### config.mk
export PLATFORM = sky130hd
export DESIGN_NAME = midi_voice_allocator
export DESIGN_NICKNAME = d
export VERILOG_FILES = /design/src/rtl/midi_voice_allocator_pkg.sv /design/src/rtl/midi_voice_allocator_voice_slot.sv /design/src/rtl/midi_voice_allocator.sv
export SDC_FILE = /design/constraint.sdc
export NUM_CORES = 1
export LEC_CHECK = 0
export ABC_CLOCK_PERIOD_IN_PS = 6900
export BUFFER_PORTS_ARGS = -buffer_cell sky130_fd_sc_hd__buf_2
export CORE_MARGIN = 5
export CORE_UTILIZATION = 56
export CTS_BUF_LIST = sky130_fd_sc_hd__clkbuf_4
export DETAILED_ROUTE_END_ITERATION = 6
export PLACE_DENSITY_LB_ADDON = 0.25
export SYNTH_ARGS = -nofsm -noshare
export SYNTH_HDL_FRONTEND = slang
export SYNTH_SLANG_ARGS = --single-unit
### constraint.sdc
create_clock -name clk -period 6.9 [get_ports clk]
set_input_delay 0.69 -clock clk [delete_from_list [all_inputs] [get_ports clk]]
set_output_delay 0.69 -clock clk [all_outputs]
set_load 0.02 [all_outputs]
### src/rtl/midi_voice_allocator_pkg.sv
// midi_voice_allocator_pkg: shared MIDI field widths and allocator FSM state encoding
package midi_voice_allocator_pkg;

    localparam int MIDI_NOTE_BITS = 7;
    localparam int MIDI_VEL_BITS  = 7;

    typedef enum logic [1:0] {
        ST_IDLE   = 2'd0,
        ST_SCAN   = 2'd1,
        ST_COMMIT = 2'd2
    } state_t;

endpackage

### src/rtl/midi_voice_allocator_voice_slot.sv
// midi_voice_allocator_voice_slot: per-voice gate/note/velocity/age storage driven by allocator commands
module midi_voice_allocator_voice_slot
    import midi_voice_allocator_pkg::*;
#(
    parameter int AGE_BITS = 4
) (
    input  logic                      clk,
    input  logic                      rst,
    input  logic                      clear,
    input  logic                      write,
    input  logic                      rel,
    input  logic                      age_inc,
    input  logic [MIDI_NOTE_BITS-1:0] wr_note,
    input  logic [MIDI_VEL_BITS-1:0]  wr_velocity,
    output logic                      gate,
    output logic [MIDI_NOTE_BITS-1:0] note,
    output logic [MIDI_VEL_BITS-1:0]  velocity,
    output logic [AGE_BITS-1:0]       age
);

    // clear beats write; release keeps note/velocity so the envelope can finish its tail
    always_ff @(posedge clk or posedge rst) begin
        if (rst) begin
            gate     <= 1'b0;
            note     <= '0;
            velocity <= '0;
            age      <= '0;
        end else if (clear) begin
            gate <= 1'b0;
            age  <= '0;
        end else if (write) begin
            gate     <= 1'b1;
            note     <= wr_note;
            velocity <= wr_velocity;
            age      <= '0;
        end else begin
            if (rel)
                gate <= 1'b0;
            if (age_inc && gate && age != '1)
                age <= age + 1'b1;
        end
    end

endmodule

### src/rtl/midi_voice_allocator.sv
// midi_voice_allocator: maps note-on/off events onto voices (retrigger, lowest free, else steal oldest)
module midi_voice_allocator
    import midi_voice_allocator_pkg::*;
#(
    parameter int NUM_VOICES = 4,
    parameter int AGE_BITS   = 4
) (
    input  logic                               clk,
    input  logic                               rst,
    input  logic                               ev_valid,
    output logic                               ev_ready,
    input  logic                               ev_note_on,
    input  logic [MIDI_NOTE_BITS-1:0]          ev_note,
    input  logic [MIDI_VEL_BITS-1:0]           ev_velocity,
    input  logic                               all_notes_off,
    output logic [NUM_VOICES-1:0]              voice_gate,
    output logic [MIDI_NOTE_BITS*NUM_VOICES-1:0] voice_note,
    output logic [MIDI_VEL_BITS*NUM_VOICES-1:0]  voice_velocity,
    output logic [NUM_VOICES-1:0]              voice_trigger,
    output logic                               voice_stolen
);

    localparam int VW = $clog2(NUM_VOICES);
    localparam int IW = $clog2(NUM_VOICES + 1);

    state_t                    state;
    logic [IW-1:0]             idx;
    logic                      ev_on;
    logic [MIDI_NOTE_BITS-1:0] ev_n;
    logic [MIDI_VEL_BITS-1:0]  ev_v;
    logic                      match_found, free_found, old_found;
    logic [VW-1:0]             match_idx, free_idx, old_idx, cur, target;
    logic [AGE_BITS-1:0]       old_age;
    logic                      resolve, steal;
    logic [NUM_VOICES-1:0]     gates, wr, rel, inc;
    logic [MIDI_NOTE_BITS-1:0] notes [NUM_VOICES];
    logic [MIDI_VEL_BITS-1:0]  vels  [NUM_VOICES];
    logic [AGE_BITS-1:0]       ages  [NUM_VOICES];

    // the cycle after the last voice is scanned resolves the target from the finished trackers
    assign cur      = idx[VW-1:0];
    assign resolve  = (state == ST_SCAN) && (idx == IW'(NUM_VOICES));
    assign steal    = !match_found && !free_found;
    assign target   = match_found ? match_idx : free_found ? free_idx : old_idx;
    assign ev_ready = (state == ST_IDLE);
    assign voice_gate = gates;

    for (genvar i = 0; i < NUM_VOICES; i++) begin : g_voice
        assign wr[i]  = resolve && ev_on && (target == VW'(i));
        assign inc[i] = resolve && ev_on && (target != VW'(i));
        assign rel[i] = resolve && !ev_on && match_found && (match_idx == VW'(i));

        midi_voice_allocator_voice_slot #(.AGE_BITS(AGE_BITS)) u_slot (
            .clk         (clk),
            .rst         (rst),
            .clear       (all_notes_off),
            .write       (wr[i]),
            .rel         (rel[i]),
            .age_inc     (inc[i]),
            .wr_note     (ev_n),
            .wr_velocity (ev_v),
            .gate        (gates[i]),
            .note        (notes[i]),
            .velocity    (vels[i]),
            .age         (ages[i])
        );

        assign voice_note[MIDI_NOTE_BITS*i +: MIDI_NOTE_BITS]    = notes[i];
        assign voice_velocity[MIDI_VEL_BITS*i +: MIDI_VEL_BITS]  = vels[i];
    end

    // allocator FSM: latch event, scan one voice per cycle, commit, with registered pulses
    always_ff @(posedge clk or posedge rst) begin
        if (rst) begin
            state         <= ST_IDLE;
            idx           <= '0;
            ev_on         <= 1'b0;
            ev_n          <= '0;
            ev_v          <= '0;
            match_found   <= 1'b0;
            free_found    <= 1'b0;
            old_found     <= 1'b0;
            match_idx     <= '0;
            free_idx      <= '0;
            old_idx       <= '0;
            old_age       <= '0;
            voice_trigger <= '0;
            voice_stolen  <= 1'b0;
        end else if (all_notes_off) begin
            state         <= ST_IDLE;
            idx           <= '0;
            voice_trigger <= '0;
            voice_stolen  <= 1'b0;
        end else begin
            case (state)
                ST_IDLE: begin
                    voice_trigger <= '0;
                    voice_stolen  <= 1'b0;
                    if (ev_valid) begin
                        ev_on       <= ev_note_on && (ev_velocity != '0);
                        ev_n        <= ev_note;
                        ev_v        <= ev_velocity;
                        idx         <= '0;
                        match_found <= 1'b0;
                        free_found  <= 1'b0;
                        old_found   <= 1'b0;
                        match_idx   <= '0;
                        free_idx    <= '0;
                        old_idx     <= '0;
                        old_age     <= '0;
                        state       <= ST_SCAN;
                    end
                end
                ST_SCAN: begin
                    if (resolve) begin
                        voice_trigger <= wr;
                        voice_stolen  <= ev_on && steal;
                        state         <= ST_COMMIT;
                    end else begin
                        if (!match_found && gates[cur] && notes[cur] == ev_n) begin
                            match_found <= 1'b1;
                            match_idx   <= cur;
                        end
                        if (!free_found && !gates[cur]) begin
                            free_found <= 1'b1;
                            free_idx   <= cur;
                        end
                        if (gates[cur] && (!old_found || ages[cur] > old_age)) begin
                            old_found <= 1'b1;
                            old_idx   <= cur;
                            old_age   <= ages[cur];
                        end
                        idx <= idx + 1'b1;
                    end
                end
                default: begin
                    voice_trigger <= '0;
                    voice_stolen  <= 1'b0;
                    state         <= ST_IDLE;
                end
            endcase
        end
    end

endmodule

Word level (Yosys, flattened, before mapping):

Cells that the tools add are included.

* add/sub/neg operators: 5
* order comparisons: 3
* equality and inequality tests: 24
* mux-type cells: 72
* bitwise operators: 2
* reduce and logical (&&, ||, !) cells: 62

Operator list (number)
* 4-bit 2-to-1 mux: 20
* 1-bit logical AND: 31
* 3-bit nonzero test: 9
* 2-bit 2-to-1 mux: 12
* 1-bit 2-to-1 mux: 23
* 4-bit by 1-bit adder with 4-bit output (second input constant): 4
* 4-bit != test (second input constant): 4
* 2-bit case mux with 2 select lines: 4
* 5-bit AND reduction: 3
* 7-bit binary-select mux with 2-bit select: 1
* 7-bit 2-to-1 mux: 2
* 2-bit AND reduction: 5
* 3-bit 2-to-1 mux: 3
* 4-bit binary-select mux with 2-bit select: 1
* 2-bit == test (second input constant): 4
* 2-bit by 1-bit != test with 1-bit output (second input constant): 4
* 2-bit != test (second input constant): 4
* 4-bit case mux with 2 select lines: 1
* 7-bit == test: 1
* 7-bit nonzero test: 1
* 2-bit by 1-bit == test with 1-bit output (second input constant): 3
* 2-bit zero test: 3
* 3-bit != test (second input constant): 2
* 1-bit case mux with 2 select lines: 3
* other kinds (14): 20

* bits in registers: 114
* bits of input ports: 19
* output and inout bits: 66
* word-level logic and storage cells: 198

Logic depth before layout (Yosys ltp):

Gate-level depths: netlist (run 1).

* depth in word-level cells: 10
* gate-level depth with buffers: 12
* mapped depth without buffers: 10

Modules after synthesis:

Synthesis (run 1) repeated with hierarchy kept, for this count alone.

* cell total of the unflattened synthesis: 435
* area total of the unflattened synthesis: 5631.7 µm²

Modules (own cells, without submodules)
* midi_voice_allocator_voice_slot: times used 4, cells each 59, area an instance 850.8 µm², seq. area each 475.5 µm²
* midi_voice_allocator: times used 1, cells each 199, area an instance 2228.4 µm², seq. area each 950.9 µm²

Worst setup path after synthesis (run 1):

No wires, ideal clock.

* path kind: reg-to-reg
* start point: reg idx[1]
* end point: reg old_age[0]
* setup time: 121 ps
* data arrival time: 2425 ps
* required time: 6779 ps
* path slack: 4355 ps
* cell stages (with the launch flop): 11
* path buffers: 2
* clock period less this slack: 2545 ps
* cell sequence: dfrtp_1 buf_2 buf_2 mux4_2 ha_1 o21ai_0 a21oi_1 o21ai_0 a21bo_2 a21o_1 a22o_1

* longest elaborated chain between the ends: 9
* elaborated cells between the ends (all ways): 17
* those cells by class: 1 x order compare; 3 x eq/ne; 8 x mux; 1 x bitwise; 4 x reduce/logical

Ends and longest elaborated chain
* from (decl): line midi_voice_allocator.sv:27 `logic [IW-1:0] idx;`
* from (signal assigned): line midi_voice_allocator.sv:133 `idx <= idx + 1'b1;`
* 2-bit inverter with 3-bit output (not written as such): line midi_voice_allocator.sv:128, midi_voice_allocator.sv:131
* 4-bit binary-select mux with 2-bit select: line midi_voice_allocator.sv:128, midi_voice_allocator.sv:131
* 4-bit 2-to-1 mux (not written as such) (2 in series): line midi_voice_allocator.sv:128, midi_voice_allocator.sv:131
* 4-bit greater-than comparator: line midi_voice_allocator.sv:128 `if (gates[cur] && (!old_found || ages[cur] > old_age)) begin`
* 1-bit logical OR: line midi_voice_allocator.sv:128
* 1-bit logical AND: line midi_voice_allocator.sv:128
* 2-bit by 1-bit != test with 1-bit output (no line)
* 5-bit AND reduction (no line)
* to (signal assigned): line midi_voice_allocator.sv:131 `old_age <= ages[cur];`
* to (decl): line midi_voice_allocator.sv:33 `logic [AGE_BITS-1:0] old_age;`

Parallel ways exist; a longest one is shown, timed or not. The select of a mux whose other input is x is not followed.
A chain may end at the register's enable or synchronous reset.

Final worst setup path (run 1):

* start point: reg idx[0]
* end point: reg g_voice[1].u_slot.velocity[6]

* longest elaborated chain between the ends: 5

Ends and longest elaborated chain
* 3-bit == test: line midi_voice_allocator.sv:42 `assign resolve = (state == ST_SCAN) && (idx == IW'(NUM_VOICES));`
* 1-bit logical AND: line midi_voice_allocator.sv:42
* 1-bit logical AND (2 in series): line midi_voice_allocator.sv:49 `assign wr[i] = resolve && ev_on && (target == VW'(i));`
* 2-bit AND reduction (no line)
* to (signal assigned): line midi_voice_allocator_voice_slot.sv:34 `velocity <= wr_velocity;`
* to (decl): line midi_voice_allocator_voice_slot.sv:17 `output logic [MIDI_VEL_BITS-1:0] velocity,`

Every way passes these cells.

==> results.cfg, run 1 <==
[run_status]
status = finished, final reports clean

[critical_path]
crit_fanout = 18
rr_worst_depth = 7
critPathCapture = g_voice[1].u_slot.velocity[6]
cp-end-kind = register
crit_type = reg2reg
r2r_slack_ps = 3830
cp_data_arrival_time_ps = 3490
r2r-start = idx[0]
crit_start = idx[0]
worstPathRequired_ps = 7320
cp-start-kind = register
r2r_end = g_voice[1].u_slot.velocity[6]

[place]
place_congestion = 0.839
pre_cts_ws_ps = 3880
numPlacedInstances = 588
placed_cell_area_mm2 = 0.00565
numPortBuffers = 84
dp_hpwl_um = 7630

[floorplanning]
die_w_um = 107
num_rows = 35
die_area_mm2 = 0.0113
start_util_pct = 57.0
die_h_um = 107
io_pins = 85
core-area_mm2 = 0.00915

[grt]
grt-ovfl-total = 0
antenna_found_initial = 0
grt_pass1_vias = 3618
grt_use_total_pct = 21.2
grt_first_pass_wirelength_um = 18500
grt_max_degree = 61

[yosys]
netlist_top_cells_area = dfrtp_1 55%, mux2_2 8.6%, nand2_1 4.2%
syn_nets = 444
yosys.area.top_type = dfrtp_1
postSynthAreaPerCell_um2 = 12.6
yosysSeqAreaShare_pct = 54.7
async_flop_share_pct = 100
synthFlopType = dfrtp_1
synth_area_mm2 = 0.00522
synth_cell_type_count = 42
synth_cells = 415
ys_ff_latch = 114
yosys_warnings = 0
netlist.area_leader.share_pct = 54.7
synth_edf_count = 0

[timing]
final-setup-viol-count = 0
rsz0062_at_grt = false
clock.fmax_mhz = 326
slew_violations = 0
whs_ps = 242
setup_tns_ps = 0
maxSlewHeadroom_pct = 33.8
period_minus_slack_ps = 3070
final-hold-violation-count = 0
skew_ps = 21.2
fin_crit_sh_pct = 44.4
tightest_slew_ps = 990
setup_ws_ps = 3830

[route]
ant_nets = 0
via_per_inst = 5.67
drcViolationCount = 0
wire_per_inst_um = 18.1
drt-pass1-iter-count = 5
drt_iter0_markers = 167
via_count = 3513
drt-total-wl_um = 11200

[clock_tree]
clk_pin_slew_worst_paths_ps = 130
post_cts_buffers = 0
tritoncts = yes
cts_resized = 0
htreeDepth = 4
ctsRootBufferMaster = clkbuf_4
cts_hold_buf = 0
clock-sinks = 114
insertion_delay_ps = 540
cts_buffers = 17
clockBufferDepth = 2

[layout]
final_util_pct = 65.0
layout.cells.non_filler = 620
antenna_cells = 0
final_area_mm2 = 0.00595
drive_gt1_share_pct = 34.6
nets = 525
fillerInstances = 724
area_growth_pct = 14.0

[min_path]
hp-class = in2async

[power]
p_leak_nw = 3.19
power.density_mw_per_mm2 = 217
ir_worst_vdd_v = 0.000184
p_total_mw = 1.29

[job]
max-cap-violations = 0
==> kinds of logic after synthesis <==
group | share of synthesized area, %
DFF | 54.7
AOI/OAI and AO/OA | 5.85
muxes | 18.7
and+or+nand+nor | 11.7
buffers and inverters | 3.36
xor gates and xnor gates | 3.36
adders and majority gates | 2.40
==> where the power goes <==
| part | total, mW | switching, mW | leakage [nW] | internal [mW] |
|---|---|---|---|---|
| clock | 0.514 | 0.290 | 0.156 | 0.225 |
| sequential | 0.713 | 0.0281 | 1.57 | 0.685 |
| combinational | 0.0648 | 0.0423 | 1.46 | 0.0225 |
==> sequential cells by signal, indices dropped and copies added (netlist names) <==
name                     cells
old_found                    1
g_voice.u_slot.note         28
match_found                  1
old_idx                      2
idx                          3
ev_v                         7
old_age                      4
free_found                   1
g_voice.u_slot.velocity     28
match_idx                    2
g_voice.u_slot.gate          4
state                        2
free_idx                     2
ev_n                         7
ev_on                        1
voice_stolen                 1
g_voice.u_slot.age          16
voice_trigger                4
==> routing by layer <==
| metal | vias up | wire length, µm | global-route usage (%) |
|---|---|---|---|
| met5 | - | 0 | 0 |
| li1 | 1634 | - | - |
| met1 | 1777 | 4980 | 27.5 |
| met3 | 15 | 528 | 6.92 |
| met4 | 0 | 169 | 6.67 |
| met2 | 87 | 5570 | 34.2 |
==> cell usage after synthesis, types with 2 or more instances <==
master     instances
a21oi_1            4
nand2_1           58
and3_1             5
nand3_1            8
nor3_1             4
o21ai_1            3
xor2_1            11
a22o_1             9
inv_1             10
buf_2              5
nor2_1            26
a21o_1             6
nand4_1            6
xnor2_1            9
buf_6              3
nand2b_1           4
ha_1              10
clkbuf_1           9
buf_4              6
mux2_1            16
mux4_2             6
dfrtp_1          114
mux2_2            40
a31o_2             3
mux2i_1            5
nor3_4             4
mux4_1             6
o2bb2ai_1          2
o21ai_0           10
==> worst max-delay path, cell delays in order, from the launching register on <==
cell     delay, ps
dfrtp_1        730
inv_1          200
ha_1           210
nand3_1        110
nor2_1         260
nand2_1        230
nor3_4         790
mux2_2         420
==> area by class of cell <==
type	count	area [µm²]	area share [%]
inverters	10	40.0	0.673
repair buffers	85	428	7.20
multi-input cells	268	2190	36.8
flip-flops and latches	114	2850	48.0
clock inverters	15	170	2.86
clock buffers	17	128	2.15
well taps	111	139	2.34
==> layout by cell type (no fill, tap or decap), types with 4 or more instances in the layout <==
| cell type | instances |
|---|---|
| buf_2 | 84 |
| mux4_1 | 6 |
| a21oi_1 | 4 |
| nand2_1 | 58 |
| nor3_4 | 4 |
| and3_1 | 5 |
| mux2_2 | 40 |
| xnor2_1 | 9 |
| a21o_1 | 6 |
| nor2_1 | 26 |
| nand3_1 | 8 |
| dfrtp_1 | 114 |
| mux4_2 | 6 |
| ha_1 | 10 |
| nor3_1 | 4 |
| o21ai_0 | 10 |
| xor2_1 | 11 |
| a22o_1 | 9 |
| mux2i_1 | 5 |
| nand2b_1 | 4 |
| nand4_1 | 6 |
| inv_1 | 9 |
| inv_6 | 6 |
| mux2_1 | 16 |
| clkbuf_4 | 17 |
==> worst min-delay path by stage <==
stage                      from                to  slack, ps  cells after the start
2_1_floorplan         old_found         old_found        460                      2
6_report                    rst           ev_n[4]        240                      2
5_1_grt                     rst           ev_n[4]        280                      2
4_1_cts                     rst           ev_n[4]        250                      2
3_5_place_dp   voice_trigger[3]  voice_trigger[3]        460                      1
3_3_place_gp   voice_trigger[3]  voice_trigger[3]        460                      1
No activity file was read; power rests on OpenSTA's default activity.
==> run 2, diff against run 1 <==
--- a/config.mk
+++ b/config.mk
@@ -5,7 +5,8 @@
 export SDC_FILE = /design/constraint.sdc
 export NUM_CORES = 1
 export LEC_CHECK = 0
-export ABC_CLOCK_PERIOD_IN_PS = 6900
+export ABC_AREA = 1
+export ABC_CLOCK_PERIOD_IN_PS = 2850
 export BUFFER_PORTS_ARGS = -buffer_cell sky130_fd_sc_hd__buf_2
 export CORE_MARGIN = 5
 export CORE_UTILIZATION = 56
==> constraint.sdc (replaced) <==
create_clock -name clk -period 2.85 [get_ports clk]
set_input_delay 0.285 -clock clk [delete_from_list [all_inputs] [get_ports clk]]
set_output_delay 0.285 -clock clk [all_outputs]
set_load 0.02 [all_outputs]
==> run 2 against run 1 <==
Utilization grew 1.0 points. Combinational power grew to 12 times the previous value. Total power grew to 3.0 times the previous value. Clock skew down 4.0 ps. Global-route usage is 3.3 points higher. Die area grew 3.9%. Via count grew 32%. Worst setup slack lost 3500 ps. Cell area rose by 6.9%. Area after synthesis increased by 4.3%. Sequential power rose by 150%. Synthesized cell count is 52% higher. Highest routed layer unchanged. Critical path type unchanged.
==> results.cfg, run 2 <==
[route]
drt_iter0_markers = 261
drt-pass1-iter-count = 5
wl_met2_um = 6590
ant_nets = 0
wire_per_inst_um = 15.3
via_count = 4626
drcViolationCount = 0
drt-total-wl_um = 13400
wl_met1_um = 5580
top_layer = met4
wl_met3_um = 900
via_per_inst = 5.31

[yosys]
synth_cells = 631
synthTopCellsByCount = 180 x nand2_1, 114 x dfrtp_1, 47 x inv_1, 46 x nand3_1, 40 x o21ai_0
async_flop_share_pct = 100
postSynthAreaPerCell_um2 = 8.63
synth_area_mm2 = 0.00544
synth_cell_type_count = 32
yosysSeqAreaShare_pct = 52.4
netlist.area_leader.share_pct = 52.4
yosys.area.top_type = dfrtp_1
syn_nets = 660
netlist_top_cells_area = dfrtp_1 52%, nand2_1 12%, o21ai_2 4.5%
ys_ff_latch = 114
synth_edf_count = 0
yosysMostFrequentCell = nand2_1
synthFlopType = dfrtp_1
yosys_warnings = 0

[floorplanning]
start_util_pct = 56.5
io_pins = 85
die_h_um = 109
num_rows = 36
core-area_mm2 = 0.00964
die_area_mm2 = 0.0118
die_w_um = 109

[critical_path]
crit_type = reg2reg
cp_data_arrival_time_ps = 3000
r2r_slack_ps = 290
worstPathRequired_ps = 3280
crit_start = idx[0]
cp-end-kind = register
critPathTopFamily = compound AO/OA/AOI/OAI gates
crit_fanout = 27
cp-start-kind = register
r2r_end = old_age[0]
critPathSlowestCell = dfrtp_1
rr_worst_depth = 13
critPathCapture = old_age[0]
worst-path-buf-inv = 1
crit_chain = buf_4 -> o21ai_0 -> o22ai_1 -> ha_1 -> a21oi_1 -> o21ai_0 -> o21ai_0 -> nand2_1 -> nand2_1 -> nand2_1 -> nand2_1 -> nand2_1 -> o31ai_1
cp.depth = 13
critPathMaxStageDelay_ps = 400
r2r-start = idx[0]
cp_common_cell = nand2_1

[clock_tree]
cts_buffers = 17
clock-sinks = 114
post_cts_buffers = 0
ctsRootBufferMaster = clkbuf_4
cts_resized = 0
insertion_delay_ps = 520
clockBufferDepth = 2
htreeDepth = 4
tritoncts = yes
clk_pin_slew_worst_paths_ps = 110

[layout]
top_regs = g_voice.u_slot.note: 28 flops, g_voice.u_slot.velocity: 28 flops, g_voice.u_slot.age: 16 flops
nets = 757
final_util_pct = 66.0
antenna_cells = 0
final_area_mm2 = 0.00636
fillerInstances = 846
final_common_cell = nand2_1
drive_gt1_share_pct = 24.5
area_growth_pct = 16.8
final_cell_mix = 180 x nand2_1, 114 x dfrtp_1, 84 x buf_2

[run_status]
status = finished, final reports clean

[grt]
grt-ovfl-total = 0
grt_use_total_pct = 24.5
grt_max_degree = 59
grt_first_pass_wirelength_um = 22200
grt_pass1_vias = 4637
antenna_found_initial = 0

[job]
max-cap-violations = 0

[min_path]
hp-start = ev_velocity[5]
hp-class = in2reg

[timing]
tightest_slew_ps = 824
period_minus_slack_ps = 2560
maxSlewHeadroom_pct = 45.0
skew_ps = 17.1
clock.fmax_mhz = 390
rsz0062_at_grt = false
slew_violations = 0
final-hold-violation-count = 0
setup_ws_ps = 286
setup_tns_ps = 0
whs_ps = 60.3
final-setup-viol-count = 0
fin_crit_sh_pct = 90.0

[place]
pre_cts_ws_ps = 330
place_congestion = 0.867
placed_cell_area_mm2 = 0.00593
dp_hpwl_um = 9280
numPortBuffers = 84

[power]
p_leak_nw = 3.22
ir_worst_vdd_v = 0.000430
power.density_mw_per_mm2 = 609
run 2: changes by cell type after synthesis, sizes merged, moves of 8 or more:
cell   before  now
mux4       12    0
mux2       56    0
nand3       9   47
a22o        9    0
nor2       26   37
inv        10   55
xor2       11    3
xnor2       9    1
nand2      58  196
a21oi       4   16
buf        14   25
o21ai      13  105
run 2: kinds of logic after synthesis:
logic type               share of synthesized area (%)
flip-flops                                        52.4
adder cells (fa/ha/maj)                           2.30
XOR/XNOR                                         0.644
buffers and inverters                             7.45
AND/OR/NAND/NOR                                   23.1
AO/OA/AOI/OAI                                     14.1
run 2: cell type report:
cell class	count	area [µm²]	area share, %
flip-flops and latches	114	2850	44.9
clock buffers	18	135	2.13
multi-input cells	434	2180	34.4
inverters	56	218	3.42
well taps	133	166	2.62
repair buffers	105	636	10.0
clock inverters	12	166	2.62
run 2: layer usage:
metal	track usage, %	vias up
met4	8.03	0
met3	7.40	25
met5	0	-
met1	29.3	2195
li1	-	2250
met2	42.2	156
run 2: worst min path at each step:
stage                                         end  depth (start not counted)
floorplan                                 ev_n[0]                          2
finish                                    ev_v[5]                          3
detailed placement               voice_trigger[2]                          2
global placement    g_voice[2].u_slot.velocity[4]                          2
global route                              ev_v[6]                          3
CTS                                       ev_v[5]                          3
run 2: what timing repair did:
item,in CTS,in global routing
hold endpoints to repair,44,0
setup endpoints to repair,0,0
hold buffers,13,0
run 2: where the power goes:
group / leakage, nW / internal [mW] / switching [mW]
combinational: 1.53 / 0.237 / 0.563
clock: 0.159 / 0.687 / 0.606
sequential: 1.53 / 1.71 / 0.0665
run 2: per-stage QoR:
stage	instances	total power [mW]
after floorplan	631	2.40
after global placement	829	2.55
after detailed placement	829	2.59
after CTS	872	3.89
after global routing	872	4.08
final	872	3.87
run 2: worst register-to-register path, delay by kind of cell (launching register included):
kind	cells	cell delay, ps
AOI/OAI and AO/OA	6	830
and+or+nand+nor	5	640
DFF	1	400
buffers and inverters	1	310
adders and majority gates	1	310
==> run 3, diff against run 2 <==
--- a/config.mk
+++ b/config.mk
@@ -7,11 +7,11 @@
 export LEC_CHECK = 0
 export ABC_AREA = 1
 export ABC_CLOCK_PERIOD_IN_PS = 2850
-export BUFFER_PORTS_ARGS = -buffer_cell sky130_fd_sc_hd__buf_2
 export CORE_MARGIN = 5
 export CORE_UTILIZATION = 56
 export CTS_BUF_LIST = sky130_fd_sc_hd__clkbuf_4
 export DETAILED_ROUTE_END_ITERATION = 6
+export DONT_BUFFER_PORTS = 1
 export PLACE_DENSITY_LB_ADDON = 0.25
 export SYNTH_ARGS = -nofsm -noshare
 export SYNTH_HDL_FRONTEND = slang
==> run 3 against run 2 <==
Fmax up 4.1%. Clock-buffer cell count up 1. Highest routed layer unchanged. Clock power down 5%. Die area unchanged. Worst hold slack better by 15 ps. Combinational power down 7.1%. Register-to-register slack better by 100 ps. First-iteration DRC count down 18%. Sequential cell count unchanged. Non-clock buffer count down 80.
==> results.cfg, run 3 (same netlist as run 2, synthesis figures left out) <==
[clock_tree]
tritoncts = yes
post_cts_buffers = 0
clockBufferDepth = 2
insertion_delay_ps = 510
clk_pin_slew_worst_paths_ps = 100
htreeDepth = 4
clock-sinks = 114
cts_buffers = 17
ctsRootBufferMaster = clkbuf_4

[route]
drt-total-wl_um = 13000
wire_per_inst_um = 16.4
drcViolationCount = 0
via_per_inst = 5.45
drt-pass1-iter-count = 4
drt_iter0_markers = 215
via_count = 4326
ant_nets = 0

[power]
p_leak_nw = 2.81
power.density_mw_per_mm2 = 633
p_total_mw = 3.77
ir_worst_vdd_v = 0.000353

[timing]
period_minus_slack_ps = 2460
final-setup-viol-count = 0
setup_ws_ps = 385
fin_crit_sh_pct = 86.5
setup_tns_ps = 0
whs_ps = 75.5
clock.fmax_mhz = 406
rsz0062_at_grt = false
maxSlewHeadroom_pct = 44.7
tightest_slew_ps = 829
slew_violations = 0
skew_ps = 14.0
final-hold-violation-count = 0

[grt]
antenna_found_initial = 0
grt_max_degree = 49
grt_use_total_pct = 24.2
grt-ovfl-total = 0
grt_first_pass_wirelength_um = 22000
grt_pass1_vias = 4518

[place]
numPortBuffers = 0
dp_hpwl_um = 8990
place_congestion = 0.875
placed_cell_area_mm2 = 0.00551
pre_cts_ws_ps = 333
numPlacedInstances = 745

[job]
max-cap-violations = 0

[run_status]
status = finished, final reports clean

[layout]
drive_gt1_share_pct = 14.7
nets = 677
top_regs = g_voice.u_slot.note: 28 flops, g_voice.u_slot.velocity: 28 flops, g_voice.u_slot.age: 16 flops
layout.cells.non_filler = 794
final_common_cell = nand2_1
area_growth_pct = 9.59
final_cell_mix = 179 x nand2_1, 114 x dfrtp_1, 46 x inv_1, 46 x nand3_1, 40 x o21ai_0
final_util_pct = 61.9
fillerInstances = 861
antenna_cells = 0
final_area_mm2 = 0.00596

[critical_path]
cp-start-kind = register
worstPathRequired_ps = 3270
crit_type = reg2reg
cp_data_arrival_time_ps = 2880
crit_fanout = 27
cp-end-kind = register

[floorplanning]
die_h_um = 109
io_pins = 85
num_rows = 36
start_util_pct = 56.5
die_w_um = 109
core-area_mm2 = 0.00964
die_area_mm2 = 0.0118

[min_path]
hp-class = in2reg
[run 3: cell count changes in the layout (fill, tap and decap cells not counted)]
cell	before	now
buf_2	84	0
clkinv_1	2	5
bufinv_16	4	3
nand2_1	180	179
clkbuf_4	18	19
clkinv_2	4	3
dlygate4sd3_1	13	17
nand2_2	16	17
[run 3: worst paths after layout]
path                       cells past startpoint                   endpoint  slack (ps)  startpoint
max                                           13                 old_age[0]         390      idx[0]
min                                            3                     idx[0]          80    ev_valid
max reg2reg                                   13                 old_age[0]         390      idx[0]
min reg2reg                                    2                 old_age[2]         500  old_age[2]
max in group asynchronous                      3  g_voice[3].u_slot.note[2]        1590         rst
min in group asynchronous                      2   g_voice[1].u_slot.age[3]         340         rst
[run 3: area by class of cell]
class	instances	area, µm²	area share (%)
flip-flops and latches	114	2850	47.8
multi-input cells	434	2190	36.7
repair buffers	25	255	4.28
inverters	56	218	3.65
well taps	133	166	2.79
clock buffers	19	143	2.39
clock inverters	13	143	2.39
[run 3: critical path, cell delays in order, from the launching register on]
cell     delay (ps)
dfrtp_1         400
buf_4           330
o21ai_0         190
o22ai_1         290
ha_1            300
a21oi_1         140
o21ai_0          80
o21ai_0          70
nand2_1          80
nand2_1          80
nand2_1          80
nand2_2         190
nand2_1          80
o31ai_1          70
[run 3: layer usage]
| metal | up-vias | share of wire [%] | global-route usage [%] |
|---|---|---|---|
| met2 | 135 | 49 | 39.1 |
| met4 | 0 | 2.7 | 10.3 |
| met5 | - | 0 | 0 |
| met1 | 2066 | 40 | 29.5 |
| li1 | 2096 | - | - |
| met3 | 29 | 8.1 | 8.24 |
[run 3: timing repair]
action / in CTS / in global routing
resized for setup: 0 / 1
hold buffers: 17 / 0
endpoints found under the setup margin: 0 / 4
hold endpoints to repair: 56 / 0
[run 3: report_power, final]
part	internal (mW)	switching [mW]
logic	0.219	0.523
registers	1.71	0.0919
clock network	0.611	0.613
total	2.55	1.23
